### config.mk
export PLATFORM = sky130hd
export DESIGN_NAME = tri_frag_iterator
export DESIGN_NICKNAME = d
export VERILOG_FILES = /design/src/rtl/tri_frag_iterator.sv
export SDC_FILE = /design/constraint.sdc
export NUM_CORES = 1
export LEC_CHECK = 0
export CORE_ASPECT_RATIO = 0.6
export CORE_UTILIZATION = 55
export CTS_CLUSTER_SIZE = 40
export DETAILED_ROUTE_END_ITERATION = 10
export PLACE_DENSITY_LB_ADDON = 0.12
export REMOVE_ABC_BUFFERS = 1
export SETUP_SLACK_MARGIN = 0.4
export SYNTH_ARGS = -nofsm -noshare
export SYNTH_HDL_FRONTEND = slang
export SYNTH_SLANG_ARGS = --single-unit
export TNS_END_PERCENT = 30
### constraint.sdc
create_clock -name clk -period 9.09 [get_ports clk]
set_input_delay 1.818 -clock clk [delete_from_list [all_inputs] [get_ports clk]]
set_output_delay 1.818 -clock clk [all_outputs]
set_load 0.005 [all_outputs]
### src/rtl/tri_frag_iterator.sv
// tri_frag_iterator: takes one triangle as three signed pixel-coordinate
// vertices, computes its screen-clipped bounding box, and walks every pixel
// of that box, emitting one fragment per downstream handshake. The walk is
// either raster order or serpentine order.
// Boxes that are empty after clipping produce no fragments. They are
// reported with a single-cycle tri_skipped pulse.
module tri_frag_iterator #(
    parameter int COORD_W    = 12,
    parameter int SCREEN_W   = 640,
    parameter int SCREEN_H   = 480,
    parameter bit SERPENTINE = 1'b0
) (
    input  logic                      clk,
    input  logic                      rst,
    input  logic                      nd,
    output logic                      rfd,
    input  logic signed [COORD_W-1:0] v1_posX,
    input  logic signed [COORD_W-1:0] v1_posY,
    input  logic signed [COORD_W-1:0] v2_posX,
    input  logic signed [COORD_W-1:0] v2_posY,
    input  logic signed [COORD_W-1:0] v3_posX,
    input  logic signed [COORD_W-1:0] v3_posY,
    input  logic                      ds_rfd,
    output logic                      rdy,
    output logic        [COORD_W-1:0] frag_posX,
    output logic        [COORD_W-1:0] frag_posY,
    output logic                      frag_first,
    output logic                      frag_last,
    output logic                      tri_skipped
);

    // The clip limits are used as positive signed numbers, so they must
    // leave the sign bit of a coordinate free.
    if (SCREEN_W < 1 || SCREEN_H < 1 ||
        (SCREEN_W - 1) >= (1 << (COORD_W - 1)) ||
        (SCREEN_H - 1) >= (1 << (COORD_W - 1))) begin : g_bad_screen
        $error("tri_frag_iterator: SCREEN_W-1/SCREEN_H-1 must fit in COORD_W-1 bits");
    end

    localparam logic signed [COORD_W-1:0] LIM_X = COORD_W'(SCREEN_W - 1);
    localparam logic signed [COORD_W-1:0] LIM_Y = COORD_W'(SCREEN_H - 1);
    localparam logic signed [COORD_W-1:0] ZERO  = '0;

    typedef enum logic [1:0] {
        IDLE,
        BOX,
        CHECK,
        ITER
    } state_t;

    state_t state_q;

    // Registered vertices. The upstream stage may drop them after the accept edge.
    logic signed [COORD_W-1:0] v1x_q, v1y_q, v2x_q, v2y_q, v3x_q, v3y_q;

    // Clipped bounding box. These are signed so that a fully off-screen box
    // shows up as max < min.
    logic signed [COORD_W-1:0] minX_q, maxX_q, minY_q, maxY_q;

    // Walk counters. They double as the fragment position outputs.
    logic [COORD_W-1:0] x_q, y_q;
    logic               rowOdd_q;

    // Registered handshake and flag outputs.
    logic rfd_q, rdy_q, first_q, last_q, skipped_q;

    // Bounding-box candidates computed from the registered vertices.
    logic signed [COORD_W-1:0] boxMinX_d, boxMaxX_d, boxMinY_d, boxMaxY_d;
    logic                      boxEmpty_d;

    // Position of the fragment that follows the current one.
    logic [COORD_W-1:0] minXu, maxXu, minYu, maxYu;
    logic [COORD_W-1:0] x_d, y_d;
    logic               rowOdd_d, last_d, atRowEnd, nextAtRowEnd;

    function automatic logic signed [COORD_W-1:0] smin(
        input logic signed [COORD_W-1:0] a,
        input logic signed [COORD_W-1:0] b
    );
        return (a < b) ? a : b;
    endfunction

    function automatic logic signed [COORD_W-1:0] smax(
        input logic signed [COORD_W-1:0] a,
        input logic signed [COORD_W-1:0] b
    );
        return (a > b) ? a : b;
    endfunction

    // Clip the vertex extents to the screen. An empty result means no fragments.
    always_comb begin
        boxMinX_d  = smax(smin(smin(v1x_q, v2x_q), v3x_q), ZERO);
        boxMaxX_d  = smin(smax(smax(v1x_q, v2x_q), v3x_q), LIM_X);
        boxMinY_d  = smax(smin(smin(v1y_q, v2y_q), v3y_q), ZERO);
        boxMaxY_d  = smin(smax(smax(v1y_q, v2y_q), v3y_q), LIM_Y);
        boxEmpty_d = (boxMaxX_d < boxMinX_d) || (boxMaxY_d < boxMinY_d);
    end

    // Once a box is accepted as non-empty, its bounds are non-negative and
    // on screen. From then on they are compared as plain unsigned counters.
    assign minXu = minX_q;
    assign maxXu = maxX_q;
    assign minYu = minY_q;
    assign maxYu = maxY_q;

    // Step the walk. Serpentine odd rows run right-to-left. A serpentine row
    // change keeps X where it is, while raster order snaps X back to minX.
    always_comb begin
        x_d          = x_q;
        y_d          = y_q;
        rowOdd_d     = rowOdd_q;
        atRowEnd     = (SERPENTINE && rowOdd_q) ? (x_q == minXu) : (x_q == maxXu);
        if (!atRowEnd) begin
            x_d = (SERPENTINE && rowOdd_q) ? (x_q - 1'b1) : (x_q + 1'b1);
        end else begin
            y_d      = y_q + 1'b1;
            rowOdd_d = ~rowOdd_q;
            x_d      = SERPENTINE ? x_q : minXu;
        end
        nextAtRowEnd = (SERPENTINE && rowOdd_d) ? (x_d == minXu) : (x_d == maxXu);
        last_d       = nextAtRowEnd && (y_d == maxYu);
    end

    // Main control FSM. It also owns all registered outputs and the walk state.
    always_ff @(posedge clk or posedge rst) begin
        if (rst) begin
            state_q   <= IDLE;
            v1x_q     <= '0;
            v1y_q     <= '0;
            v2x_q     <= '0;
            v2y_q     <= '0;
            v3x_q     <= '0;
            v3y_q     <= '0;
            minX_q    <= '0;
            maxX_q    <= '0;
            minY_q    <= '0;
            maxY_q    <= '0;
            x_q       <= '0;
            y_q       <= '0;
            rowOdd_q  <= 1'b0;
            rfd_q     <= 1'b0;
            rdy_q     <= 1'b0;
            first_q   <= 1'b0;
            last_q    <= 1'b0;
            skipped_q <= 1'b0;
        end else begin
            skipped_q <= 1'b0;
            case (state_q)
                IDLE: begin
                    rfd_q <= 1'b1;
                    if (nd && rfd_q) begin
                        v1x_q   <= v1_posX;
                        v1y_q   <= v1_posY;
                        v2x_q   <= v2_posX;
                        v2y_q   <= v2_posY;
                        v3x_q   <= v3_posX;
                        v3y_q   <= v3_posY;
                        rfd_q   <= 1'b0;
                        state_q <= BOX;
                    end
                end
                BOX: begin
                    minX_q    <= boxMinX_d;
                    maxX_q    <= boxMaxX_d;
                    minY_q    <= boxMinY_d;
                    maxY_q    <= boxMaxY_d;
                    skipped_q <= boxEmpty_d;
                    state_q   <= CHECK;
                end
                CHECK: begin
                    if (skipped_q) begin
                        rfd_q   <= 1'b1;
                        state_q <= IDLE;
                    end else begin
                        x_q      <= minXu;
                        y_q      <= minYu;
                        rowOdd_q <= 1'b0;
                        rdy_q    <= 1'b1;
                        first_q  <= 1'b1;
                        last_q   <= (minX_q == maxX_q) && (minY_q == maxY_q);
                        state_q  <= ITER;
                    end
                end
                ITER: begin
                    if (ds_rfd) begin
                        if (last_q) begin
                            x_q      <= '0;
                            y_q      <= '0;
                            rowOdd_q <= 1'b0;
                            rdy_q    <= 1'b0;
                            first_q  <= 1'b0;
                            last_q   <= 1'b0;
                            rfd_q    <= 1'b1;
                            state_q  <= IDLE;
                        end else begin
                            x_q      <= x_d;
                            y_q      <= y_d;
                            rowOdd_q <= rowOdd_d;
                            first_q  <= 1'b0;
                            last_q   <= last_d;
                        end
                    end
                end
                default: begin
                    state_q <= IDLE;
                end
            endcase
        end
    end

    assign rfd         = rfd_q;
    assign rdy         = rdy_q;
    assign frag_posX   = x_q;
    assign frag_posY   = y_q;
    assign frag_first  = first_q;
    assign frag_last   = last_q;
    assign tri_skipped = skipped_q;

endmodule
==> impl_results.md <==
- Status: complete, no violations
- Yosys cell types: 66
- Sequential-to-total area share from yosys stat: 0.348
- Post-CTS setup buffers: 0
- Vias per inst: 6.06
- Routed length per instance: 19.7 µm
- Detailed-routed wire length on met2: 12000 µm
- Met1 WL: 16200 µm
- CP Launch Type: flip-flop
- Iteration count of the initial detailed-routing pass: 7
- Min-Delay Path Class: reg -> reg
- Area delta synth->final: 16.8%
- Largest cells by area after synthesis: dfrtp_1 (35%), ha_1 (11%), mux2_2 (6.1%)
- Largest net degree at the start of global routing: 79
- Synth async-reset ratio: 1.00
- Port Buffers: 104
- Ys flop type: dfrtp_1
- Row Count: 39
- Count of state elements after synthesis: 151
- Nets: 1488
- Fin crit share: 0.849
- Crit path buf inv count: 3
- DRT antenna net count: 0
- Final setup violation count: 0
- Vias: 9674
- DRC viols: 0
- DR WL met3: 2790 µm
- CTS hold repair buffers: 0
- Unrepaired setup endpoints after global routing: false
- Most common cell after layout, fill and taps aside: nand2_1
- Worst-Skew Late Latency: 440 ps
- Gpl congestion: 0.963
- Root buffer cell: clkbuf_16
- Critical path's most frequent cell: ha_1
- CTS tree: done
- Num CTS Buffers: 17
- H-tree Lvls: 4
- Max Cap Viol: 0
- Post-Syn Area: 0.0108 mm²
- Share of layout cells above drive strength 1: 0.0864
- Core area: 0.0192 mm²
- Final TNS setup: 0 ps
- Final min period: 7720 ps
- Total track usage: 0.325
- Worst path max stage delay: 750 ps
- Avg Synthesized Cell Area: 8.75 µm²
- Yosys warns: 0
- Routed WL: 31500 µm
- Crit Path Category: reg -> reg
- CP arrival: 8040 ps
- Clk_skew: 9.05 ps
- Clk sinks: 151
- Peak Freq: 130 MHz
- CP endpoint kind: flip-flop
- Slowest cell on the critical path: o32a_1
- Detailed Place HPWL: 23900 µm
- # diodes: 0
- First-pass GRT wire length: 50900 µm
- GR Overflow Total: 0
- Critical path fanouts, max: 24
- Most frequent cells in the layout: nand2_1 (167), dfrtp_1 (151), clkdlybuf4s50_1 (104), ha_1 (94), o21ai_0 (92)
- Clk slew on worst S/H paths: 70 ps
- Slew headroom: 0.332
- Number of synthesized flops with an enable pin: 0
- Tightest Pin Transition: 998 ps
- Delay-heaviest family, CP: compound AO/OA/AOI/OAI gates
- Die Ht: 111 µm
- Post-synth top area cell: dfrtp_1
- Vias in the first global route: 9019
- Post-cts repair resize count: 0
- Final Hold Fails: 0
- Die area: 0.0203 mm²
- Top Layer Used: met4
- Initial antenna violation count: 0
- Final Max Tran Viols: 0
- Post-Syn Instances: 1240
- DIE WIDTH: 183 µm
- Share of the synthesized area in the top cell type: 0.348
- DRT iter0 DRCs: 1076
- Initial Utilization: 0.565
- Worst reg-to-reg setup slack: 1370 ps
- Num ports: 105
- Clk buf depth: 2
- CP required: 9410 ps
final timing paths:
| kind | startpoint | end | cells past startpoint |
|---|---|---|---|
| max in group asynchronous | rst | v3x_q[4] | 3 |
| min in group asynchronous | rst | v3x_q[0] | 2 |
| setup / recovery | v1y_q[11] | tri_skipped | 30 |
| hold / removal | frag_first | frag_first | 1 |
| setup reg to reg | v1y_q[11] | tri_skipped | 30 |
| hold reg to reg | frag_first | frag_first | 1 |
logic make-up (layout without fill, tap and decap cells):
kind of cell	Yosys count	after routing	synth area share
AO/OA/AOI/OAI	295	295	0.167
XOR/XNOR	78	78	0.0630
flip-flops	151	151	0.348
adder cells (fa/ha/maj)	94	94	0.108
other	1	2	0.000346
multiplexers	94	94	0.0937
AND/OR/NAND/NOR	394	394	0.172
buffers and inverters	133	223	0.0470
flip-flops by register name (all words and copies together), names as in the netlist:
name,cells
v3x_q,12
maxX_q,12
frag_posY,12
minY_q,12
v2x_q,12
v2y_q,12
rfd,1
v1x_q,12
minX_q,12
rdy,1
frag_last,1
state_q,2
v1y_q,12
tri_skipped,1
frag_posX,12
frag_first,1
maxY_q,12
v3y_q,12
Yosys cell counts, drive strengths merged (3+ instances only):
cell and n:
nand2 167, dfrtp 151, o21ai 134, ha 94
inv 75, mux2 60, a21oi 56, nor2 56
clkbuf 47, xor2 46, nand3 40, mux2i 34
xnor2 32, nor4 27, nor3 24, nand4 20
nand2b 19, o211ai 18, a22oi 17, nor2b 15
a21o 13, buf 11, o31ai 10, a211oi 7
and2 6, and3 5, o21bai 5, a31oi 4
and4 4, a31o 3, nor3b 3, o21a 3
o221ai 3
per-layer routing:
| layer | global-route usage | vias to the layer above |
|---|---|---|
| met5 | 0 | - |
| met4 | 0.0872 | 0 |
| met3 | 0.0581 | 38 |
| met2 | 0.416 | 453 |
| met1 | 0.539 | 4594 |
| li1 | - | 4589 |
final cells by class:
type / count / area, µm²
clock buffers: 18 / 429
clock inverters: 14 / 134
fillers: 1606 / 6510
inverters: 75 / 287
multi-input cells: 957 / 6580
flip-flops and latches: 151 / 3780
well taps: 266 / 333
repair buffers: 116 / 1130
metrics by stage:
step	hold WS [ps]	worst slack, ps	utilization	cells	area, µm²
3_3_place_gp	466	1810	0.631	1565	12100
3_5_place_dp	484	1600	0.631	1565	12100
2_1_floorplan	474	559	-	1183	10600
5_1_grt	515	916	0.661	1597	12700
6_report	488	1370	0.661	1597	12700
4_1_cts	498	1500	0.661	1597	12700
Power is left out: the tool's default activity adds up to more than one toggle a clock period on the data nets, which glitch-free logic cannot reach.
